==> src/rtl/multicycle_ctrl.sv <==
// rtl/multicycle_ctrl.sv - multicycle RV32I control FSM; optional MULDIV path under `MDU_EN
module multicycle_ctrl (
  input  logic        clk,
  input  logic        rst_n,
  input  logic [31:0] imem_rdata,
  input  logic        imem_ready,
  output logic        imem_req,
  input  logic        dmem_ready,
  output logic        dmem_req,
  output logic        dmem_we,
  input  logic        branch_taken,
  output logic [31:0] ir,
  output logic [2:0]  ImmSel,
  output logic        pc_we,
  output logic [1:0]  pc_sel,
  output logic        rf_we,
  output logic [1:0]  wb_sel,
  output logic        mdu_start,
  input  logic        mdu_done,
  output logic        illegal
);

  localparam logic [2:0] IDLE   = 3'd0;
  localparam logic [2:0] FETCH  = 3'd1;
  localparam logic [2:0] DECODE = 3'd2;
  localparam logic [2:0] EXEC   = 3'd3;
  localparam logic [2:0] MEM    = 3'd4;
`ifdef MDU_EN
  localparam logic [2:0] MULDIV = 3'd5;
`endif
  localparam logic [2:0] WB     = 3'd6;
  localparam logic [2:0] TRAP   = 3'd7;

  localparam logic [6:0] OPC_LUI    = 7'b0110111;
  localparam logic [6:0] OPC_AUIPC  = 7'b0010111;
  localparam logic [6:0] OPC_JAL    = 7'b1101111;
  localparam logic [6:0] OPC_JALR   = 7'b1100111;
  localparam logic [6:0] OPC_BRANCH = 7'b1100011;
  localparam logic [6:0] OPC_LOAD   = 7'b0000011;
  localparam logic [6:0] OPC_STORE  = 7'b0100011;
  localparam logic [6:0] OPC_OPIMM  = 7'b0010011;
  localparam logic [6:0] OPC_OP     = 7'b0110011;
  localparam logic [6:0] OPC_FENCE  = 7'b0001111;

  localparam logic [6:0] FUNCT7_MEXT = 7'b0000001;
  localparam logic [31:0] NOP_INSN   = 32'h00000013;

  logic [2:0] state;
  logic [2:0] state_n;

  logic is_lui, is_auipc, is_jal, is_jalr, is_branch;
  logic is_load, is_store, is_opimm, is_op, is_fence;
  logic is_mext, is_legal;

`ifdef MDU_EN
  logic mdu_first;
`else
  logic unused_mdu_done;
  assign unused_mdu_done = mdu_done;
`endif

  // Opcode class flags from the held instruction word
  always_comb begin
    is_lui    = (ir[6:0] == OPC_LUI);
    is_auipc  = (ir[6:0] == OPC_AUIPC);
    is_jal    = (ir[6:0] == OPC_JAL);
    is_jalr   = (ir[6:0] == OPC_JALR);
    is_branch = (ir[6:0] == OPC_BRANCH);
    is_load   = (ir[6:0] == OPC_LOAD);
    is_store  = (ir[6:0] == OPC_STORE);
    is_opimm  = (ir[6:0] == OPC_OPIMM);
    is_op     = (ir[6:0] == OPC_OP);
    is_fence  = (ir[6:0] == OPC_FENCE);
    is_mext   = is_op && (ir[31:25] == FUNCT7_MEXT);
    is_legal  = is_lui | is_auipc | is_jal | is_jalr | is_branch |
                is_load | is_store | is_opimm | is_op | is_fence;
  end

  // Immediate format select for the immediate generator
  always_comb begin
    ImmSel = 3'd0;
    case (ir[6:0])
      OPC_LUI, OPC_AUIPC: ImmSel = 3'd3;
      OPC_JAL:            ImmSel = 3'd4;
      OPC_BRANCH:         ImmSel = 3'd2;
      OPC_STORE:          ImmSel = 3'd1;
      default:            ImmSel = 3'd0;
    endcase
  end

  // Next-state and per-state strobes; everything not driven in a state stays 0
  always_comb begin
    state_n   = state;
    imem_req  = 1'b0;
    dmem_req  = 1'b0;
    dmem_we   = 1'b0;
    pc_we     = 1'b0;
    pc_sel    = 2'd0;
    rf_we     = 1'b0;
    wb_sel    = 2'd0;
    mdu_start = 1'b0;
    case (state)
      IDLE: begin
        state_n = FETCH;
      end
      FETCH: begin
        imem_req = 1'b1;
        if (imem_ready) state_n = DECODE;
      end
      DECODE: begin
        state_n = is_legal ? EXEC : TRAP;
      end
      EXEC: begin
        if (is_load || is_store) begin
          state_n = MEM;
        end else if (is_branch) begin
          // Branches retire here: the compare result picks PC+imm or PC+4
          pc_we   = 1'b1;
          pc_sel  = {1'b0, branch_taken};
          state_n = FETCH;
        end else if (is_fence) begin
          pc_we   = 1'b1;
          state_n = FETCH;
        end else if (is_mext) begin
`ifdef MDU_EN
          state_n = MULDIV;
`else
          state_n = TRAP;
`endif
        end else begin
          state_n = WB;
        end
      end
      MEM: begin
        dmem_req = 1'b1;
        dmem_we  = is_store;
        if (dmem_ready) begin
          if (is_store) begin
            // Stores have nothing to write back, so they retire from MEM
            pc_we   = 1'b1;
            state_n = FETCH;
          end else begin
            state_n = WB;
          end
        end
      end
`ifdef MDU_EN
      MULDIV: begin
        mdu_start = mdu_first;
        if (mdu_done) state_n = WB;
      end
`endif
      WB: begin
        rf_we   = 1'b1;
        pc_we   = 1'b1;
        state_n = FETCH;
        if (is_jal) begin
          wb_sel = 2'd2;
          pc_sel = 2'd1;
        end else if (is_jalr) begin
          wb_sel = 2'd2;
          pc_sel = 2'd2;
        end else if (is_load) begin
          wb_sel = 2'd1;
        end else if (is_mext) begin
          wb_sel = 2'd3;
        end
      end
      TRAP: begin
        state_n = TRAP;
      end
      default: begin
        state_n = IDLE;
      end
    endcase
  end

  // State register and instruction capture on fetch completion
  always_ff @(posedge clk or negedge rst_n) begin
    if (!rst_n) begin
      state <= IDLE;
      ir    <= NOP_INSN;
    end else begin
      state <= state_n;
      if (state == FETCH && imem_ready) ir <= imem_rdata;
    end
  end

  // Sticky illegal flag, set on the way into TRAP and cleared only by reset
  always_ff @(posedge clk or negedge rst_n) begin
    if (!rst_n) begin
      illegal <= 1'b0;
    end else if (state_n == TRAP) begin
      illegal <= 1'b1;
    end
  end

`ifdef MDU_EN
  // Marks the first MULDIV cycle so mdu_start is a single pulse per instruction
  always_ff @(posedge clk or negedge rst_n) begin
    if (!rst_n) begin
      mdu_first <= 1'b0;
    end else begin
      mdu_first <= (state != MULDIV) && (state_n == MULDIV);
    end
  end
`endif

endmodule

==> config.mk <==
export PLATFORM = sky130hd
export DESIGN_NAME = multicycle_ctrl
export DESIGN_NICKNAME = d
export VERILOG_FILES = /design/src/rtl/multicycle_ctrl.sv
export SDC_FILE = /design/constraint.sdc
export NUM_CORES = 1
export LEC_CHECK = 0
export ABC_AREA = 1
export CORE_AREA = 2 2 64 66
export CTS_BUF_LIST = sky130_fd_sc_hd__clkbuf_8 sky130_fd_sc_hd__clkbuf_16
export DETAILED_ROUTE_END_ITERATION = 12
export DIE_AREA = 0 0 66 68
export DONT_BUFFER_PORTS = 1
export HOLD_SLACK_MARGIN = 0.03
export PLACE_DENSITY_LB_ADDON = 0.15
export SLEW_MARGIN = 20
export SYNTH_ARGS = -nofsm -noshare
export SYNTH_HDL_FRONTEND = slang
export SYNTH_SLANG_ARGS = --single-unit
==> constraint.sdc <==
create_clock -name clk -period 2 [get_ports clk]
set_clock_uncertainty 0.2 [all_clocks]
set_input_delay 0.4 -clock clk [delete_from_list [all_inputs] [get_ports clk]]
set_output_delay 0.4 -clock clk [all_outputs]
set_load 0.005 [all_outputs]
Yosys cells after proc, flatten, opt, wreduce, memory -nomap -nowiden
Index checks and enable logic that the tools add are counted.
{"block": "totals", "wordCells": 66, "reg_bits": 36, "out_inout_bits": 46}
{"block": "op_classes", "n_eq_ne": 18, "bitwise": 9, "n_mux": 30, "n_reduce_logical": 6}
{"cell": "7-bit by 6-bit == test with 1-bit output (second input constant)", "n": 3}
{"cell": "7-bit == test (second input constant)", "n": 3}
{"cell": "3-bit two-way mux", "n": 7}
{"cell": "3-bit one-hot mux with 6 select lines", "n": 1}
{"cell": "7-bit by 5-bit == test with 1-bit output (second input constant)", "n": 2}
{"cell": "2-bit two-way mux", "n": 7}
{"cell": "3-bit == test (second input constant)", "n": 4}
{"cell": "1-bit two-way mux", "n": 12}
{"cell": "3-bit one-hot mux with 4 select lines", "n": 1}
{"cell": "1-bit bitwise OR", "n": 9}
{"cell": "7-bit by 1-bit == test with 1-bit output (second input constant)", "n": 1}
{"cell": "7-bit by 2-bit == test with 1-bit output (second input constant)", "n": 1}
{"cell": "7-bit by 4-bit == test with 1-bit output (second input constant)", "n": 1}
{"cell": "3-bit by 2-bit == test with 1-bit output (second input constant)", "n": 2}
{"cell": "2-bit one-hot mux with 2 select lines", "n": 1}
{"cell": "2-bit OR reduction", "n": 2}
{"cell": "3-bit by 1-bit == test with 1-bit output (second input constant)", "n": 1}
{"cell": "3-bit logical NOT", "n": 1}
{"cell": "1-bit one-hot mux with 3 select lines", "n": 1}
{"cell": "1-bit logical AND", "n": 2}
{"cell": "1-bit logical OR", "n": 1}

Depth between registers and ports, before layout
{"block": "logic_depth", "word_depth": 13, "ltp_mapped": 12, "ltp_nobuf": 12}

Least setup slack after synthesis
Ideal clock, no wire load.
{"block": "synth_path", "kind": "flip-flop to output port", "startpoint": "register ir[1]", "endpoint": "output dmem_we", "stages_incl_launch_ff": 7, "t_required_ps": 1400, "t_arrival_ps": 1214, "path_slack_ps": 186, "path_cell_list": "dfstp_2 -> nand2_1 -> inv_1 -> nand2_2 -> nor2_2 -> inv_1 -> nor4_1"}
{"block": "synth_between", "elab_chain_len": 2}
{"element": "start, declared", "line_no": "12", "source": "output logic [31:0] ir,"}
{"element": "start signal, assigned", "line_no": "185", "source": "if (state == FETCH && imem_ready) ir <= imem_rdata;"}
{"element": "7-bit by 6-bit == test with 1-bit output", "line_no": "70", "source": "is_store = (ir[6:0] == OPC_STORE);"}
{"element": "1-bit two-way mux", "line_no": "102", "source": "case (state)"}
{"element": "end, declared", "line_no": "10", "source": "output logic dmem_we,"}
No other way between the ends.

Worst setup path after layout
{"block": "layout_path", "startpoint": "register ir[0]", "endpoint": "output ImmSel[1]"}
{"block": "layout_between", "elab_chain_len": 3, "elab_cells_between_ends": 7, "classes_between": "eq/ne (5); mux (1); reduce/logical (1)"}
{"element": "7-bit by 6-bit == test with 1-bit output or 7-bit by 5-bit == test with 1-bit output (tied branches)", "line_no": "82", "source": "case (ir[6:0])"}
{"element": "2-bit OR reduction", "line_no": "82"}
{"element": "3-bit one-hot mux with 4 select lines *", "line_no": "82"}
{"element": "end, declared", "line_no": "13", "source": "output logic [2:0] ImmSel,"}
Every way passes the cells marked *; elsewhere a longest branch is shown, timed or not.

==> results_dict.tcl <==
set metrics [dict create \
    io_buffers 0 \
    ant_nets 0 \
    clockBufferDepth 2 \
    p_leak_nw 1.09 \
    slowest_delay_ns 0.57 \
    cts_tree "done" \
    maxCapViolCount 0 \
    via_per_inst 4.91 \
    grt_antenna_before_repair 0 \
    synth_edf_count 0 \
    critPathMaxFanout 3 \
    violations "setup timing" \
    drtPass1Iterations 6 \
    clock-sinks 36 \
    syn_to_final_growth_pct 23.8 \
    io_pins 84 \
    synth_top_cells_by_count "nand2_1, dfrtp_1, inv_1" \
    period_share 1.06 \
    max_freq_mhz 472 \
    drc 0 \
    clock-root-buffer "clkbuf_8" \
    worstSetupPathType "reg -> out" \
    cp.buffers_inverters 0 \
    wl_per_cell_um 12.8 \
    htreeDepth 2 \
    syn-num-nets 270 \
    start_kind "register" \
    p_per_area_nw_per_um2 655 \
    synth_most_common_cell "nand2_1" \
    finalSetupViolations 8 \
    vias 1503 \
    crit_arrival_ns 1.52 \
    slew_viol_final 0 \
    setup_tns_ns -0.606 \
    place_congestion 0.794 \
    die_width_um 66 \
    crit_chain "nand2_2 -> nor3_1 -> nand2_1 -> o21ai_0" \
    netlist_instances 232 \
    min_path_type "in -> reg" \
    numCtsBuffers 5 \
    grt_pass1_vias 1370 \
    synth_area_leader_cell "dfrtp_1" \
    irDropWorstVdd_mv 0.390 \
    synth_area_um2 1750 \
    yosysTopAreaCellShare 0.473 \
    fin_crit_ns 2.12 \
    fp.dieH_um 68 \
    clk_pin_slew_ns 0.07 \
    wirelength_um 3930 \
    ys_ff_latch 36 \
    ys_warn_count 0 \
    clk_latency_ns 0.28 \
    grt_overflow 0 \
    synth_flop_cell "dfrtp_1" \
    crit_family "flip-flops" \
    ys_types 25 \
    synth-async-reset-ratio 1.00 \
    power_mw 1.42 \
    crit_path_top_delay_cell "dfstp_2" \
    end_kind "output pin" \
    rsz0062_at_grt "true" \
    die_area_um2 4490 \
    ys_seq_area_frac 0.518 \
    start_util 0.453 \
    hpwlAfterDp_um 2620 \
    rows 23 \
    hold_viol 0 \
    synth.area.top_cells "dfrtp_1, nand2_1, dfstp_2" \
    final_nets 293 \
    synth.avg_cell_area_um2 7.52 \
    drive_above_1_share 0.172 \
    fin_ws_ns -0.117 \
    cp_data_required_time_ns 1.40 \
    grt_max_degree 39 \
    hold_slack_ns 0.0373 \
    track_usage 0.183 \
    run_status "finished with violations" \
    diodes 0 \
    grt_pass1_wl_um 6180 \
    core_region_area_um2 3860 \
    first_iter_violations 72 \
]
## stage by stage
step / area (µm²) / cells / util / worst slack (ns)
2_1_floorplan: 1750 / 232 / - / 0.186
3_3_place_gp: 1790 / 279 / 0.465 / 0.104
3_5_place_dp: 1790 / 279 / 0.465 / 0.0770
4_1_cts: 2140 / 305 / 0.554 / -0.171
5_1_grt: 2160 / 306 / 0.560 / -0.220
6_report: 2160 / 306 / 0.560 / -0.117
## layer usage
layer	track usage	routed length [µm]	vias up
met4	0.0612	22	0
met3	0.0493	264	2
met1	0.218	1640	700
li1	-	-	750
met5	0	0	-
met2	0.322	2000	51
## worst register-to-register path: stages (launching register included)
cell	delay (ns)
dfstp_2	0.57
nand2_2	0.07
nor3_1	0.32
o21ai_0	0.17
nand3_1	0.10
nand2_1	0.05
nand2_1	0.05
nand2_1	0.07
nand2_1	0.07
nand2_1	0.04
## state kept, by name (all words and copies together) (netlist names)
name and count:
illegal 1, state 3, ir 32
## layout by cell type, fill, tap and decap left out, types with 3 or more instances in the layout
cell type      Yosys  layout
dfrtp_1           33      33
inv_2              3       6
dfstp_2            3       3
nand2_1          111     108
nor2_4             0       4
o21ai_0            8       8
nand2_2            1       3
inv_1             20      17
nor2_2             6       4
buf_4              1       5
clkbuf_8           0       6
nand3_1           13      11
dlygate4sd3_1      0      16
nor2_1            13      11
## layout make-up
type                            instances  area [µm²]
Tap cell                               50        62.6
Timing Repair Buffer                   23         238
Multi-Input combinational cell        165         773
Inverter                               24        90.1
Sequential cell                        36         905
Fill cell                             366        1700
Clock buffer                            6        82.6
Clock inverter                          2        10.0
## what timing repair did
action,4_1_cts,5_1_grt
endpoints found under the setup margin,9,9
resized for setup,16,5
hold buffers,17,0
endpoints found under the hold margin,51,0
buffers inserted,1,1
pin swaps,3,3
## power by group
group	leakage [nW]	internal (mW)	total, mW	switching [mW]
combinational	0.609	0.0443	0.0938	0.0495
clock	0.0510	0.275	0.520	0.245
sequential	0.431	0.766	0.802	0.0367
total	1.09	1.08	1.42	0.331
## cell families after synthesis
| logic type | synth area share |
|---|---|
| DFF | 0.518 |
| other | 0.00215 |
| AOI/OAI and AO/OA | 0.0437 |
| and+or+nand+nor | 0.352 |
| buffers and inverters | 0.0839 |
## worst paths after layout
| check | from | endpoint | slack [ns] | cells after the start |
|---|---|---|---|---|
| worst max-delay path | ir[0] | ImmSel[1] | -0.12 | 4 |
| worst min-delay path | imem_rdata[13] | ir[13] | 0.04 | 2 |
| worst max register to register | ir[0] | illegal | 0.18 | 9 |
| worst min register to register | ir[1] | ir[1] | 0.29 | 2 |
| max in group asynchronous | rst_n | ir[4] | 0.97 | 2 |
| min in group asynchronous | rst_n | ir[23] | 0.38 | 2 |
Power figures use the tool's default switching activity.
